File: config.mk
export PLATFORM = sky130hd
export DESIGN_NAME = match_fsm
export DESIGN_NICKNAME = d
export VERILOG_FILES = /design/src/rtl/match_fsm_pkg.sv /design/src/rtl/match_fsm_game_timer.sv /design/src/rtl/match_fsm.sv
export SDC_FILE = /design/constraint.sdc
export NUM_CORES = 1
export LEC_CHECK = 0
export ABC_AREA = 1
export CORE_ASPECT_RATIO = 0.75
export CORE_MARGIN = 5
export CORE_UTILIZATION = 25
export CTS_CLUSTER_SIZE = 30
export DETAILED_ROUTE_END_ITERATION = 7
export PLACE_DENSITY_LB_ADDON = 0.3
export SLEW_MARGIN = 20
export SYNTH_ARGS = -nofsm -noshare
export SYNTH_HDL_FRONTEND = slang
export SYNTH_SLANG_ARGS = --single-unit
File: constraint.sdc
create_clock -name clk -period 1.9 [get_ports clk]
set_clock_uncertainty 0.1 [all_clocks]
set_input_delay 0.38 -clock clk [delete_from_list [all_inputs] [get_ports clk]]
set_output_delay 0.38 -clock clk [all_outputs]
set_load 0.005 [all_outputs]
File: src/rtl/match_fsm_pkg.sv
// Shared state encodings, tie-policy constants and small elaboration helpers
// for the two-player match controller.
package match_fsm_pkg;

  typedef enum logic [3:0] {
    S_IDLE    = 4'd0,
    S_P1_ENT  = 4'd1,
    S_P2_ENT  = 4'd2,
    S_CMP     = 4'd3,
    S_P1_RND  = 4'd4,
    S_P2_RND  = 4'd5,
    S_TIE_RND = 4'd6,
    S_P1_GAME = 4'd7,
    S_P2_GAME = 4'd8,
    S_CLEAR   = 4'd9
  } state_t;

  localparam int TIE_REPLAY = 0;
  localparam int TIE_P1     = 1;

  function automatic int max2(input int a, input int b);
    return (a > b) ? a : b;
  endfunction

endpackage

File: src/rtl/match_fsm_game_timer.sv
// Loadable down-counter with a zero flag; shared by the round-hold and the
// entry-timeout countdowns, which are never active at the same time.
module match_fsm_game_timer #(
  parameter int W = 4
) (
  input  logic         clk,
  input  logic         reset_n,
  input  logic         load,
  input  logic [W-1:0] load_val,
  output logic         zero
);

  logic [W-1:0] count_reg;

  always_ff @(posedge clk or negedge reset_n) begin
    if (!reset_n) begin
      count_reg <= '0;
    end else if (load) begin
      count_reg <= load_val;
    end else if (count_reg != '0) begin
      count_reg <= count_reg - 1'b1;
    end
  end

  assign zero = (count_reg == '0);

endmodule

File: src/rtl/match_fsm.sv
// Two-player "higher number wins" match controller with internal scoring,
// deterministic tie handling, per-turn entry timeout and round-result hold.
module match_fsm
  import match_fsm_pkg::*;
#(
  parameter int NUM_W       = 8,
  parameter int WIN_ROUNDS  = 2,
  parameter int TIE_MODE    = 0,
  parameter int TIMEOUT_CYC = 0,
  parameter int HOLD_CYC    = 1,
  localparam int SCW        = $clog2(WIN_ROUNDS + 1)
) (
  input  logic             clk,
  input  logic             reset_n,
  input  logic             mid,
  input  logic             p1,
  input  logic             p2,
  input  logic [NUM_W-1:0] p1_num,
  input  logic [NUM_W-1:0] p2_num,
  output logic             idle,
  output logic             p1_turn,
  output logic             p2_turn,
  output logic             p1_round,
  output logic             p2_round,
  output logic             tie_round,
  output logic             p1_game,
  output logic             p2_game,
  output logic             clear_st,
  output logic             timeout,
  output logic [SCW-1:0]   p1_score,
  output logic [SCW-1:0]   p2_score,
  output logic [NUM_W-1:0] p1_lat,
  output logic [NUM_W-1:0] p2_lat
);

  localparam int TMR_MAX = max2(TIMEOUT_CYC, HOLD_CYC);
  localparam int TW      = (TMR_MAX < 1) ? 1 : $clog2(TMR_MAX + 1);
  localparam bit TO_EN   = (TIMEOUT_CYC != 0);
  localparam logic [TW-1:0]  HOLD_LD = TW'(HOLD_CYC - 1);
  localparam logic [TW-1:0]  TO_LD   = TO_EN ? TW'(TIMEOUT_CYC - 1) : '0;
  localparam logic [SCW-1:0] WIN     = SCW'(WIN_ROUNDS);

  state_t        state_reg, state_next;
  logic          p1_win, p2_win, lat1_ld, lat2_ld, to_fire;
  logic          tmr_zero, tmr_load;
  logic [TW-1:0] tmr_val;

  always_ff @(posedge clk or negedge reset_n) begin
    if (!reset_n) state_reg <= S_IDLE;
    else          state_reg <= state_next;
  end

  always_comb begin
    state_next = state_reg;
    p1_win     = 1'b0;
    p2_win     = 1'b0;
    lat1_ld    = 1'b0;
    lat2_ld    = 1'b0;
    to_fire    = 1'b0;
    case (state_reg)
      S_IDLE:   if (mid) state_next = S_P1_ENT;
      // A press in the expiry cycle takes priority over the forfeit.
      S_P1_ENT: begin
        if (p1) begin
          lat1_ld    = 1'b1;
          state_next = S_P2_ENT;
        end else if (TO_EN && tmr_zero) begin
          to_fire    = 1'b1;
          p2_win     = 1'b1;
          state_next = S_P2_RND;
        end
      end
      S_P2_ENT: begin
        if (p2) begin
          lat2_ld    = 1'b1;
          state_next = S_CMP;
        end else if (TO_EN && tmr_zero) begin
          to_fire    = 1'b1;
          p1_win     = 1'b1;
          state_next = S_P1_RND;
        end
      end
      S_CMP: begin
        if (p1_lat > p2_lat) begin
          p1_win     = 1'b1;
          state_next = S_P1_RND;
        end else if (p1_lat < p2_lat) begin
          p2_win     = 1'b1;
          state_next = S_P2_RND;
        end else if (TIE_MODE == TIE_P1) begin
          p1_win     = 1'b1;
          state_next = S_P1_RND;
        end else begin
          state_next = S_TIE_RND;
        end
      end
      S_P1_RND:  if (tmr_zero) state_next = (p1_score == WIN) ? S_P1_GAME : S_P1_ENT;
      S_P2_RND:  if (tmr_zero) state_next = (p2_score == WIN) ? S_P2_GAME : S_P1_ENT;
      S_TIE_RND: if (tmr_zero) state_next = S_P1_ENT;
      S_P1_GAME, S_P2_GAME: if (mid) state_next = S_CLEAR;
      S_CLEAR:   if (mid) state_next = S_IDLE;
      default:   state_next = S_IDLE;
    endcase
  end

  // Reload on every state change; entry states get the timeout, others the hold.
  assign tmr_load = (state_next != state_reg);
  assign tmr_val  = (state_next == S_P1_ENT || state_next == S_P2_ENT) ? TO_LD : HOLD_LD;

  match_fsm_game_timer #(.W(TW)) u_timer (
    .clk      (clk),
    .reset_n  (reset_n),
    .load     (tmr_load),
    .load_val (tmr_val),
    .zero     (tmr_zero)
  );

  always_ff @(posedge clk or negedge reset_n) begin
    if (!reset_n) begin
      p1_score <= '0;
      p2_score <= '0;
      p1_lat   <= '0;
      p2_lat   <= '0;
    end else if (state_next == S_CLEAR && state_reg != S_CLEAR) begin
      p1_score <= '0;
      p2_score <= '0;
      p1_lat   <= '0;
      p2_lat   <= '0;
    end else begin
      if (p1_win && p1_score != WIN) p1_score <= p1_score + 1'b1;
      if (p2_win && p2_score != WIN) p2_score <= p2_score + 1'b1;
      if (lat1_ld) p1_lat <= p1_num;
      if (lat2_ld) p2_lat <= p2_num;
    end
  end

  // Flags are registered from the next state so they line up with state_reg.
  always_ff @(posedge clk or negedge reset_n) begin
    if (!reset_n) begin
      idle      <= 1'b1;
      p1_turn   <= 1'b0;
      p2_turn   <= 1'b0;
      p1_round  <= 1'b0;
      p2_round  <= 1'b0;
      tie_round <= 1'b0;
      p1_game   <= 1'b0;
      p2_game   <= 1'b0;
      clear_st  <= 1'b0;
      timeout   <= 1'b0;
    end else begin
      idle      <= (state_next == S_IDLE);
      p1_turn   <= (state_next == S_P1_ENT);
      p2_turn   <= (state_next == S_P2_ENT);
      p1_round  <= (state_next == S_P1_RND);
      p2_round  <= (state_next == S_P2_RND);
      tie_round <= (state_next == S_TIE_RND);
      p1_game   <= (state_next == S_P1_GAME);
      p2_game   <= (state_next == S_P2_GAME);
      clear_st  <= (state_next == S_CLEAR);
      timeout   <= to_fire;
    end
  end

endmodule

==> summary.md, run 1 <==
| Metric | Value |
|---|---|
| Timing-limited maximum frequency | `508.5 MHz` |
| Standard cell core area | `7331 um2` |
| Maximum buffer depth of the clock tree | `2` |
| Number of cells produced by synthesis | `around 250` |
| Global-route congestion overflow total | `0` |
| Count of filler cells inserted in the layout | `739` |
| Final number of hold-violating endpoints | `0` |
| Min-Delay Path Class | `in2async` |
| Min cycle time layout | `approximately 2 ns` |
| Effective utilization at floorplan | `25.64%` |
| Number of nets produced by synthesis | `277` |
| Worst-path maximum fanout | `5` |
| Cts hold-fix bufs | `0` |
| Num Clock Sinks | `33` |
| Number of port buffers | `49` |
| Yosys top cell area share | `42.61%` |
| Total area of multi-input combinational cells | `944.7 um2` |
| I/O pin count | `51` |
| Setup crit end kind | `register` |
| RSZ-0062 raised after global routing | `true` |
| Total wire length | `4849 um` |
| Yosys top cell by area | `dfrtp_1` |
| Run status | `finished, violations left` |
| FF/Latch Area | `slightly above 800 um2` |
| Summed negative setup slack over all endpoints | `-0.7620 ns` |
| Share of the clock period used by the worst path after layout | `103.5%` |
| Antenna-violating nets left | `0` |
| Startpoint class of the critical path | `register` |
| Total chip power | `4.975 mW` |
| Die outline width | `110.1 um` |
| Standard-cell row count | `27` |
| Net count, final | `365` |
| Clock-pin slew on the worst setup and hold paths | `0.07 ns` |
| Clock network latency to the later pin of the worst-skew pair | `0.28 ns` |
| Sequential area share after synthesis | `between 40% and 50%` |
| Drt via density | `~4.0` |
| CTS tree | `yes` |
| Cell chosen for the clock root | `clkbuf_8` |
| Number of antenna violations at the first check in global routing | `0` |
| Pin count of the biggest net entering global routing | `34` |
| CP required | `1.98 ns` |
| Residual DRC | `0` |
| Largest vdd supply drop | `roughly 0.67 mV` |
| Yosys warning count | `0` |
| Area enclosed by the die boundary | `roughly 9400 um2` |
| Weighted congestion reported at the end of routability-driven placement | `0.8449` |
| Final worst slack | `-0.06639 ns` |
| TritonCTS buffer count | `5` |
| Total leakage power | `1.567 nW` |
| Pwr/cell area | `1655 nW/um2` |
| Total GRT Usage | `10.66%` |
| P&R area growth vs syn | `59.99%` |
| Register bit total from synthesis | `33` |
| Iteration-0 DRC count of the detailed router | `55` |
| Post-Syn Area | `between 1500 and 2000 um2` |
| Vert. Die Dim | `approximately 85 um` |
| Crit Path Class | `reg2reg` |
| Average wire length per cell after detail routing | `between 10 and 15 um` |
| N_diodes | `0` |
| Number of optimization iterations in the first detailed-route pass | `4` |
| Synthesized area per cell | `7.639 um2` |
| Estimated wirelength of the detail-placed design | `3771 um` |
| Count of final max-slew check failures | `0` |
| Data arrival at the endpoint of the critical path | `2.05 ns` |
| Via total after detailed routing | `1757` |
| Max capacitance violation total | `0` |
| # setup viols final | `20` |
| Violated checks | `negative setup slack` |
| Layout cells sized above 1 | `29.85%` |
| Wire length of the first global-routing pass | `7769 um` |
| H-tree levels | `2` |
| Top area cells in the synthesized netlist | `dfrtp_1 (43%), nand2_1 (16%), inv_1 (8.6%)` |
| Via count of the first global-routing pass | `roughly 1600` |
| Number of distinct standard cells referenced by the synthesized netlist | `28` |
| Post-route core utilization | `~41%` |
==> placed cells by master, fill, tap and decap left out, drive strengths merged <==
cell type / instances
nor3: 1
buf: 35
dfstp: 1
inv: 52
o21ai: 11
clkbuf: 9
clkinv: 2
o211ai: 1
nor2: 21
ha: 10
dfrtp: 32
a21oi: 4
nand2: 90
nand3: 12
a21o: 1
conb: 1
clkdlybuf4s50: 49
nand4: 3
==> area by class of cell <==
type                       instances  area share (%)
timing repair buffer              85           27.13
sequential                        33           27.51
inverter                          54           6.742
tap                              101           4.203
multi-input combinational        155           31.42
clock buffer                       8           2.996
==> final timing paths <==
kind	cells after the start	start	slack, ns	endpoint
setup / recovery	10	p1_lat[6]	-0.07	p2_lat[6]
setup reg to reg	10	p1_lat[6]	-0.07	p2_lat[6]
hold / removal	2	reset_n	0.40	p2_turn
hold reg to reg	4	p2_lat[0]	0.52	p2_lat[0]
max in group asynchronous	2	reset_n	0.98	idle
min in group clk	4	p2_lat[0]	0.52	p2_lat[0]
==> per-layer routing <==
metal  GRT usage [%]  up-vias  wire (um)  part of all wire (%)
met3           4.259        4        364                   7.5
li1                -      913          -                     -
met4           3.356        0         48                  0.99
met2           15.25       47       2109                    43
met5               0        -          0                     0
met1           14.63      793       2327                    48
==> kinds of logic after synthesis <==
group / after synthesis / synth area share, %
simple gates: 127 / 31.09
flops: 33 / 44.01
fa+ha+maj: 10 / 6.658
buf+inv: 58 / 12.65
compound gates: 17 / 5.393
other cells: 1 / 0.1995
==> worst max-delay path: stages, from the launching register on <==
cell       delay (ns)
dfrtp_1          0.39
ha_1             0.31
nand2_2          0.09
a21oi_1          0.07
nor2_4           0.18
nand2_4          0.08
a21oi_4          0.17
nand4_4          0.16
clkbuf_16        0.21
nand2_1          0.06
inv_1            0.04
==> power breakdown <==
part	leakage [nW]	internal [mW]	switching, mW	total (mW)
sequential	0.423	0.998	0.199	1.20
clock	0.0455	0.295	0.241	0.537
combinational	1.10	1.65	1.60	3.24
total	1.57	2.94	2.04	4.98
==> synth_stat cells <==
cell type  instances
clkinv_1           2
nand2_4            2
buf_4              1
nor2_4             1
a21oi_4            1
a21oi_1            3
dfstp_2            1
o21ai_0           10
inv_2              9
nor2_2             4
buf_6              2
nand2_2            8
inv_1             43
nand3_2            2
nand3_1           10
nand4_1            1
o21ai_1            1
nor3_1             1
nand2_1           80
buf_2              1
nor2_1            16
conb_1             1
o211ai_1           1
a21o_1             1
dfrtp_1           32
nand4_4            1
ha_1              10
nand4_2            1
==> metrics by stage <==
stage | hold slack [ns] | setup slack (ns) | std cells | area, um2
final | 0.4008 | -0.06639 | 436 | 3007
after global routing | 0.4556 | -0.1604 | 436 | 3007
after CTS | 0.4148 | -0.03668 | 429 | 2814
after detailed placement | 0.5078 | -0.08214 | 421 | 2721
after global placement | 0.4947 | -0.07298 | 421 | 2721
after floorplan | -0.01559 | 0.01916 | 246 | 1884
==> timing repair <==
| action | in CTS | in global routing |
|---|---|---|
| resized for setup | 2 | 32 |
| pin swaps | 3 | 4 |
| setup buffers | 0 | 6 |
| cloned | 0 | 1 |
| endpoints found under the hold margin | 0 | 0 |
| endpoints found under the setup margin | 24 | 26 |
(Power assumes the default switching activity.)
==> run 2, diff against run 1 <==
--- a/config.mk
+++ b/config.mk
@@ -11,6 +11,7 @@
 export CORE_UTILIZATION = 25
 export CTS_CLUSTER_SIZE = 30
 export DETAILED_ROUTE_END_ITERATION = 7
+export GPL_TIMING_DRIVEN = 0
 export PLACE_DENSITY_LB_ADDON = 0.3
 export SLEW_MARGIN = 20
 export SYNTH_ARGS = -nofsm -noshare
==> run 2 against run 1 <==
The flow still finishes with violations (negative setup slack). Sequential share of layout area grew 0.44 points. First-iteration DRC count decreased by 1.8%. Maximum frequency is 2.4% lower. Cell count shrank 3.0%. Wire length up 4.6%. Via count down 3.1%. Non-clock buffer count fell by 13. Design area shrank 1.6%. Highest routed layer unchanged.
==> summary.md, run 2 (same netlist as run 1, synthesis figures left out) <==
| Metric | Value |
|---|---|
| CP required | `1.99 ns (about the same)` |
| Net count, final | `352 (-3.6%)` |
| Global-route congestion overflow total | `0 (unchanged)` |
| Total GRT Usage | `11.31% (+0.65 points)` |
| # setup viols final | `20 (unchanged)` |
| Die outline width | `110.1 um (unchanged)` |
| Maximum buffer depth of the clock tree | `2 (unchanged)` |
| Average wire length per cell after detail routing | `12.00 um (+7.9%)` |
| Max capacitance violation total | `0 (unchanged)` |
| Antenna-violating nets left | `0 (unchanged)` |
| Cell count after placement | `397 (-5.7%)` |
| Iteration-0 DRC count of the detailed router | `54 (-1.8%)` |
| RSZ-0062 raised after global routing | `true` |
| Timing-limited maximum frequency | `496.4 MHz (-2.4%)` |
| Num Clock Sinks | `33 (unchanged)` |
| Final number of hold-violating endpoints | `0 (unchanged)` |
| Run status | `finished, violations left` |
| I/O pin count | `51 (unchanged)` |
| Via total after detailed routing | `1703 (-3.1%)` |
| Pwr/cell area | `1626 nW/um2 (-1.8%)` |
| Final worst slack | `-0.1143 ns (-0.04794 ns)` |
| Min-Delay Path Class | `in2async` |
| Number of optimization iterations in the first detailed-route pass | `4 (unchanged)` |
| Layout cells sized above 1 | `29.81% (-0.037 points)` |
| Data arrival at the endpoint of the critical path | `2.10 ns (+0.05 ns)` |
| Count of final max-slew check failures | `0 (unchanged)` |
| Min cycle time layout | `2.014 ns (+0.04794 ns)` |
| Area of placed instances | `2524 um2 (-7.3%)` |
| P&R area growth vs syn | `57.46%` |
| Crit Path Class | `reg2reg` |
| Post-route cell area | `2959 um2 (-1.6%)` |
| CTS tree | `yes` |
| H-tree levels | `2 (unchanged)` |
| Vert. Die Dim | `85.09 um (unchanged)` |
| Commonest cells after routing, fill and taps aside | `nand2_1 (67), clkdlybuf4s50_1 (48), inv_1 (32), dfrtp_1 (32), inv_2 (20)` |
| Standard-cell row count | `27 (unchanged)` |
| Worst setup slack for register-to-register paths | `-0.11 ns (-0.05 ns)` |
| Standard cell core area | `7331 um2 (unchanged)` |
| R2r startpoint | `p2_lat[3]` |
| Number of port buffers | `49 (unchanged)` |
| Setup crit end kind | `register` |
| Post-route core utilization | `40.37% (-0.65 points)` |
| Violated checks | `negative setup slack` |
| Drt via density | `4.026 (about the same)` |
| Clock-pin slew on the worst setup and hold paths | `0.06 ns (about the same)` |
| N_diodes | `0 (unchanged)` |
| Total leakage power | `1.500 nW (-4.3%)` |
| Clock network latency to the later pin of the worst-skew pair | `0.28 ns (about the same)` |
| Wire length of the first global-routing pass | `8238 um (+6.0%)` |
| Weighted congestion reported at the end of routability-driven placement | `0.7875 (-6.8%)` |
| Pin count of the biggest net entering global routing | `22 (-35%)` |
| Largest vdd supply drop | `0.5977 mV (-11%)` |
| TritonCTS buffer count | `5 (unchanged)` |
| Estimated wirelength of the detail-placed design | `3690 um (-2.2%)` |
| Number of cell instances on the worst register-to-register path | `13 (+3)` |
| Area enclosed by the die boundary | `9369 um2 (unchanged)` |
| RR Endpoint | `p1_lat[6]` |
| Filler-free cell count of the finished design | `423 (-3.0%)` |
| Most common cell after layout, fill and taps aside | `nand2_1` |
| Total wire length | `5074 um (+4.6%)` |
| Effective utilization at floorplan | `25.64% (unchanged)` |
| Worst-path maximum fanout | `5 (unchanged)` |
| Via count of the first global-routing pass | `1688 (+2.7%)` |
| Residual DRC | `0 (unchanged)` |
| Number of antenna violations at the first check in global routing | `0 (unchanged)` |
| Startpoint class of the critical path | `register` |
| Share of the clock period used by the worst path after layout | `106.0% (+2.5 points)` |
| Cell chosen for the clock root | `clkbuf_8` |
-- run 2: repair_timing --
item,4_1_cts,5_1_grt
cloned,0,2
gates resized for setup,3,46
pin swaps,1,11
endpoints found under the setup margin,23,26
hold buffers,1,0
hold endpoints to repair,12,0
buffers inserted,2,13
-- run 2: layer usage --
layer | GRT usage, % | share of wire [%] | vias up
li1 | - | - | 884
met1 | 15.95 | 51 | 777
met2 | 16.63 | 43 | 34
met3 | 3.118 | 5.1 | 8
met4 | 3.691 | 1.3 | 0
met5 | 0 | 0 | -
-- run 2: per-stage QoR --
| stage | setup slack [ns] | power (mW) | hold slack (ns) | setup TNS (ns) |
|---|---|---|---|---|
| after floorplan | 0.01916 | 2.647 | -0.01559 | 0 |
| after global placement | -0.4144 | 3.508 | 0.4932 | -15.88 |
| after detailed placement | -0.1667 | 3.547 | 0.2142 | -3.033 |
| after CTS | -0.09735 | 4.149 | 0.4415 | -1.645 |
| after global routing | -0.2475 | 5.294 | 0.4768 | -4.724 |
| final | -0.1143 | 4.810 | 0.4430 | -1.928 |
-- run 2: worst max-delay path, stage by stage, from the launching register on --
cell and delay, ns:
dfrtp_1 0.38, inv_2 0.08, ha_4 0.21, nand2_2 0.08, inv_1 0.04, nand2_1 0.05
nand2_1 0.06, nand2_2 0.09, nand2_4 0.07, a21oi_4 0.22, nand4_4 0.21, clkbuf_16 0.23
nand2_4 0.06, inv_2 0.02
-- run 2: report_power, final --
part           internal [mW]  switching [mW]  total [mW]
Combinational           1.51            1.58        3.09
Sequential             0.999           0.218        1.22
Clock                  0.260           0.245       0.505
Total                   2.77            2.04        4.81
-- run 2: worst max path at each step --
stage              start     endpoint  slack (ns)  cells past startpoint
2_1_floorplan  p1_lat[7]  p1_score[1]        0.02                      9
3_3_place_gp     reset_n    p2_lat[7]       -0.41                      1
3_5_place_dp   p2_lat[7]  p2_score[1]       -0.17                     10
4_1_cts        p1_lat[7]  p2_score[1]        -0.1                      9
5_1_grt        p2_lat[1]    p2_lat[3]       -0.25                     13
6_report       p2_lat[3]    p1_lat[6]       -0.11                     13
-- run 2: cell type report --
class                   count  area, um2
multi-input cells         155      989.7
inverters                  54      202.7
well taps                 101      126.4
repair buffers             68      685.7
fillers                   748       4372
clock buffers               8      80.08
plain buffers               4      47.55
flip-flops and latches     33      827.0
